### src/rtl/pcm_output.sv
// pcm_output: rounds/saturates 65-bit overlap-add samples to signed PCM and buffers them in a small FIFO.
// Optional PCM_OUTPUT_CLIP_COUNT_EN adds out_pcm_clipCount, a saturating count of clipped samples.
module pcm_output #(
    parameter int SHIFT      = 32,
    parameter int OUT_WIDTH  = 16,
    parameter int FIFO_DEPTH = 4
) (
    input  logic                        clk,
    input  logic                        reset,
    input  logic [64:0]                 in_pcm_pcmSample,
    input  logic                        in_pcm_valid,
    output logic                        in_pcm_ready,
    output logic signed [OUT_WIDTH-1:0] out_pcm_sample,
    output logic                        out_pcm_valid,
    input  logic                        out_pcm_ready,
    output logic                        out_pcm_clipped,
    output logic                        out_pcm_underrun,
    output logic [31:0]                 out_pcm_sampleCount
`ifdef PCM_OUTPUT_CLIP_COUNT_EN
    ,
    output logic [15:0]                 out_pcm_clipCount
`endif
);
    localparam int AW = $clog2(FIFO_DEPTH);
    localparam int CW = AW + 1;
    localparam logic signed [65:0] RND     = 66'sd1 <<< (SHIFT - 1);
    localparam logic signed [65:0] SAT_MAX = (66'sd1 <<< (OUT_WIDTH - 1)) - 66'sd1;
    localparam logic signed [65:0] SAT_MIN = -(66'sd1 <<< (OUT_WIDTH - 1));

    typedef enum logic [1:0] {IDLE, STREAM, UNDERRUN} state_t;

    state_t                       state, state_nxt;
    logic [AW-1:0]                wr_ptr, rd_ptr;
    logic [CW-1:0]                count;
    logic signed [OUT_WIDTH-1:0]  mem [FIFO_DEPTH];
    logic signed [65:0]           ext, rounded;
    logic signed [OUT_WIDTH-1:0]  conv;
    logic                         sat, accept, deliver;

    assign in_pcm_ready     = count < CW'(FIFO_DEPTH);
    assign out_pcm_valid    = count != '0;
    assign out_pcm_sample   = mem[rd_ptr];
    assign out_pcm_underrun = state == UNDERRUN;
    assign accept           = in_pcm_valid && in_pcm_ready;
    assign deliver          = out_pcm_valid && out_pcm_ready;

    // round half up, then floor-shift
    assign ext     = $signed({in_pcm_pcmSample[64], in_pcm_pcmSample});
    assign rounded = (ext + RND) >>> SHIFT;
    assign sat     = (rounded > SAT_MAX) || (rounded < SAT_MIN);
    assign conv    = rounded > SAT_MAX ? SAT_MAX[OUT_WIDTH-1:0] :
                     rounded < SAT_MIN ? SAT_MIN[OUT_WIDTH-1:0] : rounded[OUT_WIDTH-1:0];

    always_ff @(posedge clk) begin
        if (accept) mem[wr_ptr] <= conv;
    end

    always_ff @(posedge clk or negedge reset) begin
        if (!reset) begin
            state               <= IDLE;
            wr_ptr              <= '0;
            rd_ptr              <= '0;
            count               <= '0;
            out_pcm_clipped     <= 1'b0;
            out_pcm_sampleCount <= '0;
        end else begin
            state           <= state_nxt;
            out_pcm_clipped <= accept && sat;
            if (accept) wr_ptr <= wr_ptr + AW'(1);
            if (deliver) begin
                rd_ptr              <= rd_ptr + AW'(1);
                out_pcm_sampleCount <= out_pcm_sampleCount + 32'd1;
            end
            if (accept && !deliver) count <= count + CW'(1);
            else if (deliver && !accept) count <= count - CW'(1);
        end
    end

    always_comb begin
        state_nxt = state;
        state_nxt = state == IDLE   ? (accept ? STREAM : IDLE) :
                    state == STREAM ? ((count == '0 && out_pcm_ready && !accept) ? UNDERRUN : STREAM) :
                                      (accept ? STREAM : state);
    end

`ifdef PCM_OUTPUT_CLIP_COUNT_EN
    always_ff @(posedge clk or negedge reset) begin
        if (!reset) out_pcm_clipCount <= '0;
        else if (accept && sat && out_pcm_clipCount != 16'hFFFF) out_pcm_clipCount <= out_pcm_clipCount + 16'd1;
    end
`endif
endmodule

### config.mk
export PLATFORM = sky130hd
export DESIGN_NAME = pcm_output
export DESIGN_NICKNAME = d
export VERILOG_FILES = /design/src/rtl/pcm_output.sv
export SDC_FILE = /design/constraint.sdc
export NUM_CORES = 1
export LEC_CHECK = 0
export CAP_MARGIN = 10
export CORE_ASPECT_RATIO = 0.5
export CORE_UTILIZATION = 30
export CTS_BUF_LIST = sky130_fd_sc_hd__clkbuf_16
export CTS_CLUSTER_SIZE = 30
export DETAILED_ROUTE_END_ITERATION = 10
export HOLD_SLACK_MARGIN = 0.1
export PLACE_DENSITY = 0.5
export SYNTH_ARGS = -nofsm -noshare
export SYNTH_HDL_FRONTEND = slang
export SYNTH_SLANG_ARGS = --single-unit
### constraint.sdc
create_clock -name clk -period 2.85 [get_ports clk]
set_input_delay 0.57 -clock clk [delete_from_list [all_inputs] [get_ports clk]]
set_output_delay 0.57 -clock clk [all_outputs]
set_load 0.05 [all_outputs]
After elaboration in Yosys (flattened, before gate mapping)
Memory sizes are Yosys's and may differ from the RTL's.
Cells that the tools add are included.
{ "totals": {"out_inout_bits": 52, "ram_bits": 64, "register_bits": 42, "inputBits": 69, "memories": 1, "word_cells": 44} }
{ "mem_list": {"columns": ["name", "words", "word_bits", "rd", "rd_clocked_by_memory_dff", "wr", "line_no", "source"], "rows": [
  ["mem", 4, 16, 1, 0, 1, "35", "logic signed [OUT_WIDTH-1:0] mem [FIFO_DEPTH];"]
]} }
{ "classes": {"n_reduce_logical": 15, "eq_ne": 2, "muxes": 11, "order_cmp": 3, "addsub": 6} }
{ "op_table": {"columns": ["op", "n"], "rows": [
  ["adder 65 x 33 -> 66 bit (second input constant)", 1],
  ["> comparator 34 x 16 -> 1 bit (second input constant)", 1],
  ["less-than comparator 34 x 16 -> 1 bit (second input constant)", 1],
  ["adder 32 x 1 -> 32 bit (second input constant)", 1],
  ["2-to-1 mux 16 bit", 2],
  ["2-to-1 mux 2 bit", 4],
  ["logical AND 1 bit", 7],
  ["2-to-1 mux 3 bit", 2],
  ["nonzero test 3 bit", 2],
  ["adder 2 x 1 -> 2 bit (second input constant)", 2],
  ["adder 3 x 1 -> 3 bit (second input constant)", 1],
  ["zero test 3 bit", 1],
  ["less-than comparator 3 bit (second input constant)", 1],
  ["2-to-1 mux 1 bit", 3],
  ["subtractor 3 x 1 -> 3 bit (second input constant)", 1],
  ["equality test 2 x 1 -> 1 bit (second input constant)", 1],
  ["equality test 2 bit (second input constant)", 1],
  ["zero test 1 bit", 2],
  ["zero test 2 bit", 1],
  ["nonzero test 2 bit", 1],
  ["logical OR 1 bit", 1]
]} }

Longest topological paths before layout
{ "logic_depth": {"word_depth": 7, "mapped_depth": 9, "ltp_nobuf": 9} }

Least setup slack after synthesis
No wires, ideal clock.
{ "synth_path": {"kind": "in2reg", "startpoint": "in in_pcm_pcmSample[31]", "endpoint": "mem mem[0][0], data pin", "setup_slack_ps": 117, "stages": 8, "t_arrival_ps": 2465, "required_ps": 2582, "setup_time_ps": 268, "path_buffers": 1, "path_cell_list": "nand4_1 or4_4 or3_1 mux2i_1 o211ai_1 o31ai_4 buf_6 nand2_1"} }
{ "synth_via": {"elab_chain_cells": 4, "word_cells_on_any_way": 5, "classes_between": "add/sub: 1; order compare: 2; mux: 2"} }
{ "synth_lines": {"columns": ["element", "line_no", "source"], "rows": [
  ["from (decl)", "10", "input logic [64:0] in_pcm_pcmSample,"],
  ["adder 65 x 33 -> 66 bit *", "49", "assign rounded = (ext + RND) >>> SHIFT;"],
  ["less-than comparator 34 x 16 -> 1 bit", "52", "rounded < SAT_MIN ? SAT_MIN[OUT_WIDTH-1:0] : rounded[OUT_WIDTH-1:0];"],
  ["2-to-1 mux 16 bit", "52", null],
  ["2-to-1 mux 16 bit *", "51", "assign conv = rounded > SAT_MAX ? SAT_MAX[OUT_WIDTH-1:0] :"],
  ["net conv[0]", "37", "logic signed [OUT_WIDTH-1:0] conv;"],
  ["to (decl)", "35", null]
]} }
Mark *: on every way through the listed nets, which the timed path passes. The rest lies on a longest branch.

Worst setup path after layout
{ "layout_path": {"startpoint": "in in_pcm_pcmSample[63]", "endpoint": "mem mem[2][11], data pin"} }
The elaborated chain is that of the path after synthesis.

==> flow_metrics.py <==
metrics = {
    "critical_path": {
        "arrival_ns": 2.82,
        "rrSetupSlack_ns": 0.66,
        "regToRegStartpoint": "out_pcm_sampleCount[2]",
        "cpPeakStageDelay_ns": 0.53,
        "reg2reg_depth": 7,
        "crit_path_max_fanout": 5,
        "cp_num_buf_inv": 3,
        "worst_setup_path_end_kind": "flip-flop",
        "crit_chain": "clkdlybuf4s50_1, or4bb_1, o311ai_2, and4b_1, a2bb2oi_2, nand4_1, o31ai_4, buf_6, buf_12, o21ai_4",
        "cp.required_ns": 2.93,
        "r2r-end": "out_pcm_sampleCount[22]",
        "start_kind": "input port",
        "crit_start": "in_pcm_pcmSample[63]",
        "cpLargestDelayFamily": "simple AND/OR/NAND/NOR gates",
        "slowest_stage": "or4bb_1",
        "path_class": "in2reg",
    },
    "cts": {
        "h-tree-depth": 3,
        "insertion_delay_ns": 0.34,
        "cts_tree": "built",
        "clockRootBuffer": "clkbuf_16",
        "clock-sinks": 106,
        "cts_hold_buf": 0,
        "cts.clk_slew.worst_paths_ns": 0.07,
        "cts_buffers": 9,
        "clockBufferDepth": 2,
    },
    "timing": {
        "clock-skew-final_ns": 0.0104,
        "period_share": 0.962,
        "setup_viol_count_final": 0,
        "fmax_mhz": 365,
        "hold_viol": 0,
        "slew_violations": 0,
        "relSlewSlack": 0.639,
        "fin_crit_ns": 2.74,
        "fin_tns_setup_ns": 0,
        "tightest_slew_ns": 0.540,
    },
    "power_and_ir_drop": {
        "p_total_mw": 5.50,
        "p_leak_nw": 2.95,
        "pwr_density_cell_nw_per_um2": 727,
        "ir_drop_v": 0.000335,
    },
    "die": {
        "die_w_um": 188,
        "ioPinCount": 121,
        "dieHeight_um": 94.9,
        "die_area_sq_um": 17800,
        "initial_core_util": 0.311,
        "rows": 33,
        "coreArea_sq_um": 16600,
    },
    "synth": {
        "synth_cells": 396,
        "synth_seq_cells": 106,
        "synth_enable_flop_cells": 64,
        "synth_area_sq_um": 5180,
        "syn_area_per_cell_sq_um": 13.1,
        "synth_top_area_share": 0.371,
        "synth_nets": 473,
        "synth_async_sr_flop_share": 0.396,
        "yosys-top-cells-area": "edfxtp_1, dfrtp_1, mux4_2, xnor2_1, xor2_1",
        "seq_area_frac_synth": 0.574,
        "synth_flop_cell": "edfxtp_1",
        "ys_warn_count": 0,
        "yosysTopAreaCell": "edfxtp_1",
        "yosys.cell_types.count": 55,
    },
    "placement": {
        "gp_congestion": 0.907,
        "io_buffers": 89,
        "dp_hpwl_mm": 9.00,
    },
    "drt": {
        "wl_per_cell_um": 14.9,
        "wirelength_mm": 12.2,
        "vias_per_cell": 4.68,
        "drcViolationCount": 0,
        "first_pass_iters": 4,
        "drt.antenna.violating_nets": 0,
        "drtIter0Drc": 132,
        "vias": 3829,
    },
    "outcome": {
        "status": "finished clean",
    },
    "job": {
        "drv_cap": 0,
    },
    "worst_hold_path": {
        "hold_path.class": "in2async",
    },
    "cells_and_area": {
        "num-fill-cells": 1553,
        "finish.utilization": 0.455,
        "area_growth_pct": 46.1,
        "drive_gt1_frac": 0.320,
        "diodes": 0,
        "nNetsFinal": 663,
    },
    "grt": {
        "antenna_found_initial": 0,
        "overflow": 0,
        "grtUsageTotal": 0.144,
        "grt_pass1_wl_mm": 19.8,
        "grt_max_degree": 23,
        "grt_pass1_vias": 3790,
    },
}
==> worst max path at each step <==
stage	to	slack, ns	cells past startpoint
6_report	mem[2][11]	0.11	10
5_1_grt	mem[1][11]	-0.02	12
4_1_cts	mem[3][11]	0.03	10
3_5_place_dp	mem[2][2]	-0.65	9
3_3_place_gp	mem[0][1]	-0.64	9
2_1_floorplan	mem[0][0]	0.12	8
==> placed cells by master (no fill, tap or decap), drive strengths merged, types with 19 or more instances in the layout <==
cell type      count
dfrtp             42
nand3             22
nand4             19
nand2             27
buf              115
edfxtp            64
nor2              29
inv               19
xnor2             37
clkdlybuf4s50     50
==> per-stage QoR <==
| step | worst slack, ns | area, sq um | cells | hold slack (ns) |
|---|---|---|---|---|
| final | 0.107 | 7560 | 818 | 0.189 |
| after detailed placement | -0.651 | 6950 | 792 | 0.460 |
| after global placement | -0.636 | 6950 | 792 | 0.457 |
| after floorplan | 0.117 | 5180 | 396 | 0.274 |
| after global routing | -0.0177 | 7560 | 818 | 0.216 |
| after CTS | 0.0252 | 7410 | 814 | 0.195 |
==> cells in the mapped netlist (2+ instances only) <==
cell      instances
a22oi_1           2
and2_1            4
and3_1            5
and4_1            2
buf_6             2
clkbuf_1          5
dfrtp_1          42
edfxtp_1         64
ha_1              7
inv_1            15
mux2_2            2
mux2i_1           2
mux4_2           16
nand2_1          27
nand2b_1          4
nand3_1          21
nand3b_1          2
nand4_1          17
nand4b_1          2
nor2_1           28
nor3_1           10
nor4_1            8
o211ai_1          2
o21ai_0           8
o21ai_2           9
o311ai_0          2
o31ai_1           4
or3_1             5
xnor2_1          37
xor2_1           17
==> registers in the layout, indices dropped and copies added, names as in the netlist <==
name and cells:
count 3, out_pcm_sampleCount 32, state 2, wr_ptr 2, out_pcm_clipped 1, rd_ptr 2
mem 64
==> metal layers <==
metal,GRT usage,vias up,share of wire
li1,-,1867,-
met4,0.0379,0,0.012
met5,0,-,0
met2,0.243,97,0.48
met3,0.0279,13,0.034
met1,0.190,1852,0.47
==> cell type report <==
class | instances | area (sq um) | area share
Multi-Input combinational cell | 266 | 2300 | 0.304
Timing Repair Buffer | 187 | 1630 | 0.215
Sequential cell | 106 | 2970 | 0.393
Clock buffer | 9 | 225 | 0.0298
Clock inverter | 7 | 92.6 | 0.0122
Inverter | 16 | 60.1 | 0.00794
Tap cell | 227 | 284 | 0.0376
==> power breakdown <==
group	internal, mW	switching, mW	total, mW
sequential	1.88	0.132	2.02
clock	0.706	0.583	1.29
combinational	0.839	1.36	2.20
total	3.43	2.07	5.50
==> kinds of logic after synthesis <==
logic type                 after synthesis  synth area share
and+or+nand+nor                        148             0.160
muxes                                   20            0.0778
buffers and inverters                   24            0.0203
xor gates and xnor gates                54            0.0913
DFF                                    106             0.574
adders and majority gates                8            0.0208
AOI/OAI and AO/OA                       36            0.0551
==> repair_timing <==
item / CTS / global route
endpoints found under the hold margin: 0 / 0
gates resized for setup: 37 / 45
gates cloned: 1 / 0
pin swaps: 12 / 16
setup endpoints to repair: 61 / 61
buffers inserted: 6 / 4
Power figures use the tool's default switching activity.
